===== src/rtl/integration_pkg.sv =====
// Shared widths and FSM state encoding for the quadratic series summation block.
package integration_pkg;

  localparam int unsigned OPW  = 33;
  localparam int unsigned NW   = 8;
  localparam int unsigned ACCW = 64;

  typedef enum logic [1:0] {
    IDLE = 2'd0,
    RUN  = 2'd1,
    DONE = 2'd2
  } state_e;

endpackage


===== src/rtl/integration_solver.sv =====
// Sums a*x^2+b*x+c over x=0..n-1 using forward differences (no multipliers),
// one term per cycle, with a valid/ready handshake on the result.
module integration_solver #(
  parameter int unsigned OPW  = integration_pkg::OPW,
  parameter int unsigned NW   = integration_pkg::NW,
  parameter int unsigned ACCW = integration_pkg::ACCW
) (
  input  logic                   clk,
  input  logic                   rst,
  input  logic                   start,
  output logic                   start_ready,
  input  logic signed [OPW-1:0]  a,
  input  logic signed [OPW-1:0]  b,
  input  logic signed [OPW-1:0]  c,
  input  logic        [NW-1:0]   n,
  output logic                   busy,
  output logic        [OPW-1:0]  ans,
  output logic                   ans_valid,
  input  logic                   ans_ready,
  output logic                   ovf
);

  import integration_pkg::*;

  state_e                  state;
  logic signed [ACCW-1:0]  sum;
  logic signed [ACCW-1:0]  f;
  logic signed [ACCW-1:0]  d1;
  logic signed [ACCW-1:0]  d2;
  logic        [NW-1:0]    cnt;

  logic signed [ACCW-1:0]  a_x;
  logic signed [ACCW-1:0]  b_x;
  logic signed [ACCW-1:0]  c_x;
  logic signed [ACCW-1:0]  sum_nxt;
  logic        [ACCW-OPW:0] sum_top;
  logic                    ovf_nxt;

  // Operand sign extension and the accumulate step feeding the result registers.
  always_comb begin
    a_x     = ACCW'(a);
    b_x     = ACCW'(b);
    c_x     = ACCW'(c);
    sum_nxt = sum + f;
    sum_top = sum_nxt[ACCW-1:OPW-1];
    ovf_nxt = !((&sum_top) || !(|sum_top));
  end

  always_ff @(posedge clk) begin
    if (rst) begin
      state       <= IDLE;
      start_ready <= 1'b1;
      busy        <= 1'b0;
      ans_valid   <= 1'b0;
      ans         <= '0;
      ovf         <= 1'b0;
      sum         <= '0;
      f           <= '0;
      d1          <= '0;
      d2          <= '0;
      cnt         <= '0;
    end else begin
      case (state)
        IDLE: begin
          if (start) begin
            f           <= c_x;
            d1          <= a_x + b_x;
            d2          <= a_x <<< 1;
            sum         <= '0;
            cnt         <= n;
            start_ready <= 1'b0;
            if (n == NW'(0)) begin
              // Empty series: result is zero and available next cycle.
              state     <= DONE;
              ans_valid <= 1'b1;
              ans       <= '0;
              ovf       <= 1'b0;
            end else begin
              state <= RUN;
              busy  <= 1'b1;
            end
          end
        end
        RUN: begin
          sum <= sum_nxt;
          f   <= f + d1;
          d1  <= d1 + d2;
          cnt <= cnt - NW'(1);
          if (cnt == NW'(1)) begin
            state     <= DONE;
            busy      <= 1'b0;
            ans_valid <= 1'b1;
            ans       <= sum_nxt[OPW-1:0];
            ovf       <= ovf_nxt;
          end
        end
        DONE: begin
          if (ans_ready) begin
            state       <= IDLE;
            ans_valid   <= 1'b0;
            start_ready <= 1'b1;
          end
        end
        default: begin
          state       <= IDLE;
          busy        <= 1'b0;
          ans_valid   <= 1'b0;
          start_ready <= 1'b1;
        end
      endcase
    end
  end

endmodule


===== config.mk =====
export PLATFORM = sky130hd
export DESIGN_NAME = integration_solver
export DESIGN_NICKNAME = d
export VERILOG_FILES = /design/src/rtl/integration_pkg.sv /design/src/rtl/integration_solver.sv
export SDC_FILE = /design/constraint.sdc
export NUM_CORES = 1
export LEC_CHECK = 0
export BUFFER_PORTS_ARGS = -buffer_cell sky130_fd_sc_hd__buf_2
export CAP_MARGIN = 25
export CORE_MARGIN = 2
export CORE_UTILIZATION = 40
export CTS_BUF_LIST = sky130_fd_sc_hd__clkbuf_8 sky130_fd_sc_hd__clkbuf_16
export DETAILED_ROUTE_END_ITERATION = 16
export PLACE_DENSITY = 0.61
export SYNTH_ARGS = -nofsm -noshare
export SYNTH_HDL_FRONTEND = slang
export SYNTH_SLANG_ARGS = --single-unit

===== constraint.sdc =====
create_clock -name clk -period 5.6 [get_ports clk]
set_input_delay 1.68 -clock clk [delete_from_list [all_inputs] [get_ports clk]]
set_output_delay 1.68 -clock clk [all_outputs]
set_load 0.02 [all_outputs]

==> metrics.txt <==
status=finished clean; Levels on crit path=14; cell depth of the worst flop-to-flop path=16; multiplexer share of the synthesized area=less than 1%; post-cts sizing count=0; Mapped Nets=roughly 3.4k; Die Area=roughly 59000 um2; CP arrival=about 5.1 ns; # port buffers=147; xor/xnor cell area share of the yosys netlist=~7.3%; per-cell routed wire length=between 15 and 20 um; share of layout cells above drive strength 1=8.86%; drt initial violations=about 1.8k; Post-Place Setup Slack=between 0.5 and 0.6 ns; CP startpoint=a[1]; area growth from synthesis to layout=10.8%; most frequent cell after synthesis=a21oi_1; routed vias=about 23k; compound-gate portion of the synthesized area=30.6%; TritonCTS Sinks=272; Simple-Gate Fraction of Synth Area=21.3%; Die Width=about 240 um; final hold vios=0; largest family of logic cells by synthesized area=compound AO/OA/AOI/OAI gates; FF-to-FF End=ovf; time the worst path needs with I/O delays and setup=between 4 and 5 ns; Starting Density=40.5%; Max Fanout on Critical Path=9; vias in the first global route=around 22k; WHS=approximately 0.45 ns; Reg2Reg Setup Slack=roughly 1.2 ns; synthesized cell area=about 23000 um2; fin crit share=about four fifths; synth cell count leaders=a21oi_1, nand2_1, nor2_1; register area share after synthesis=between 20% and 30%; Rows=87; # hold bufs at CTS=0; CP Capture Type=flop; RSZ-0062 raised after global routing=no; # IOs=148; max-slew violation count=0; crit start category=input port; pin count of the biggest net entering global routing=between 100 and 150; GPL Wtd Cong=between 0.9 and 1; Synth Area in Adders=around an eighth; Primary FF master, synth=dfxtp_1; Synth Register Bits=272; final setup vio count=0; global-route wire length before repair=between 100 and 150 mm; hpwl dp=about 57 mm; # Post-CTS Setup Buffers=0; Top Family by Delay on Critical Path=compound AO/OA/AOI/OAI gates; CTS tree=yes; Area contributors post-synth=dfxtp_1, ha_1, a21oi_1; Yosys top cell by area=dfxtp_1; worst r2r src=f[0]; worst setup margin=~1 ns; Cells after Synth=~3k; FFs w/ async S/R, synth=0%; Finished Cell Area=around 25000 um2; Total Routed Length=roughly 75 mm; diodes inserted=0; Final nets=~3.4k; Core Area=~56000 um2; Hold Path Class=reg2reg; DP Area=24200 um2; Worst Path Buf+Inv=1; Clock transition at path regs=0.06 ns; Synth cell types=between 90 and 100; Leak Pwr=10.9 nW; die height=243 um; critical-path cell list=buf_2 -> ha_1 -> a21o_1 -> a21oi_1 -> o21ai_0 -> a31oi_1 -> a211oi_1 -> nor4_1 -> o31ai_1 -> a41oi_1 -> a31o_2 -> and2_1 -> o21ai_0 -> a21oi_1; Num CTS Buffers=35; total gr overflow=0; Slew HR=between 30% and 40%; Setup TNS=0 ns; CP peak stage delay=0.41 ns; number of synthesized flops with an enable pin=0; Least-Margin Pin Slew=roughly 0.9 ns; Mapped Avg Cell Area=roughly 7.5 um2; CTS max path bufs=3; Post-DRT Antenna Nets=0; VDD IR-drop max=between 0.15 and 0.2 mV; Setup CP Type=in2reg; CP max stage cell=nor4_1; drt pass-1 iters=8; clk_skew=between 0.02 and 0.03 ns; power density cells=between 200 and 300 nW/um2; fill count=a little under 6k; Setup crit end=d1[53]; clk_lat worst skew=between 0.5 and 0.6 ns; CTS Root Cell=clkbuf_16; initial antenna violation count=0; Residual DRC=0; GRT Overall Usage=between 20% and 30%; YS warnings=0; Worst EP required=slightly above 6 ns; top cell type's share of synthesized area=between 20% and 30%; vias per cell=about 6; H-tree depth=2; Fmax=219 MHz; max-cap violations=0
## worst reg2reg max path: cells and delay by family (launching register included)
| kind | cells | cell delay (ns) |
|---|---|---|
| AND/OR/NAND/NOR | 5 | 1.32 |
| flip-flops | 1 | 0.37 |
| XOR/XNOR | 1 | 0.55 |
| AO/OA/AOI/OAI | 6 | 1.18 |
| buffers and inverters | 2 | 0.24 |
| adder cells (fa/ha/maj) | 2 | 0.60 |
## how the worst min path moves through the flow
stage | startpoint | to | cells past startpoint | slack (ns)
after floorplan | d1[0] | d1[0] | 2 | 0.44
after CTS | ans[0] | ans[0] | 2 | 0.45
final | ans[0] | ans[0] | 2 | 0.45
after global routing | ans[0] | ans[0] | 2 | 0.47
after global placement | ans[0] | ans[0] | 2 | 0.44
after detailed placement | ans[0] | ans[0] | 2 | 0.44
## registers in the layout, indices dropped and copies added, names as in the netlist
signal	count
start_ready	1
d2	33
f	64
ans_valid	1
state	2
busy	1
ans	33
sum	64
d1	64
ovf	1
cnt	8
## per-stage QoR
step	util (%)	cells	total power, mW
finish	44.9	3870	7.17
global route	44.9	3870	7.58
CTS	44.9	3870	7.19
detailed placement	42.8	3808	4.84
global placement	42.8	3808	4.81
floorplan	-	3052	4.15
## cells by family (layout without fill, tap and decap cells)
group / after synthesis / after routing
compound gates: 1071 / 1071
simple gates: 1044 / 1044
flops: 272 / 272
buf+inv: 241 / 303
fa+ha+maj: 227 / 227
xor+xnor: 190 / 190
mux: 7 / 7
## routing by layer
metal	part of all wire (%)	wire (um)	track usage, %
met1	50	37100	36.3
met2	43	32200	38.3
met3	5.4	4030	2.34
met4	2.1	1580	6.24
met5	0	0	0
## area by class of cell
cell class	instances	area [um2]	share of cell area [%]
clock buffers	40	945	3.73
clock inverters	22	231	0.914
inverters	70	263	1.04
multi-input cells	2539	16500	65.2
flip-flops and latches	272	5450	21.5
well taps	756	946	3.73
repair buffers	171	975	3.85
## power breakdown
part | total (mW) | switching, mW | internal [mW] | leakage, nW
Clock | 2.32 | 0.959 | 1.36 | 0.595
Combinational | 2.47 | 1.53 | 0.938 | 8.09
Sequential | 2.38 | 0.249 | 2.13 | 2.23
## cell usage in the layout, fill, tap and decap left out, types with 22 or more instances in the layout
master / instances
a211oi_1: 51
a21o_1: 110
a21oi_1: 367
a221oi_1: 29
a22oi_1: 52
a311oi_1: 36
a31oi_1: 30
and3_1: 36
buf_2: 146
clkbuf_16: 35
dfxtp_1: 272
ha_1: 223
inv_1: 77
nand2_1: 361
nand2b_1: 35
nand3_1: 75
nand4_1: 42
nor2_1: 292
nor2b_1: 31
nor3_1: 51
nor4_1: 22
o211ai_1: 33
o21a_1: 33
o21ai_0: 134
o21bai_1: 40
o22ai_1: 26
xnor2_1: 116
xor2_1: 73
Power figures use the tool's default switching activity.
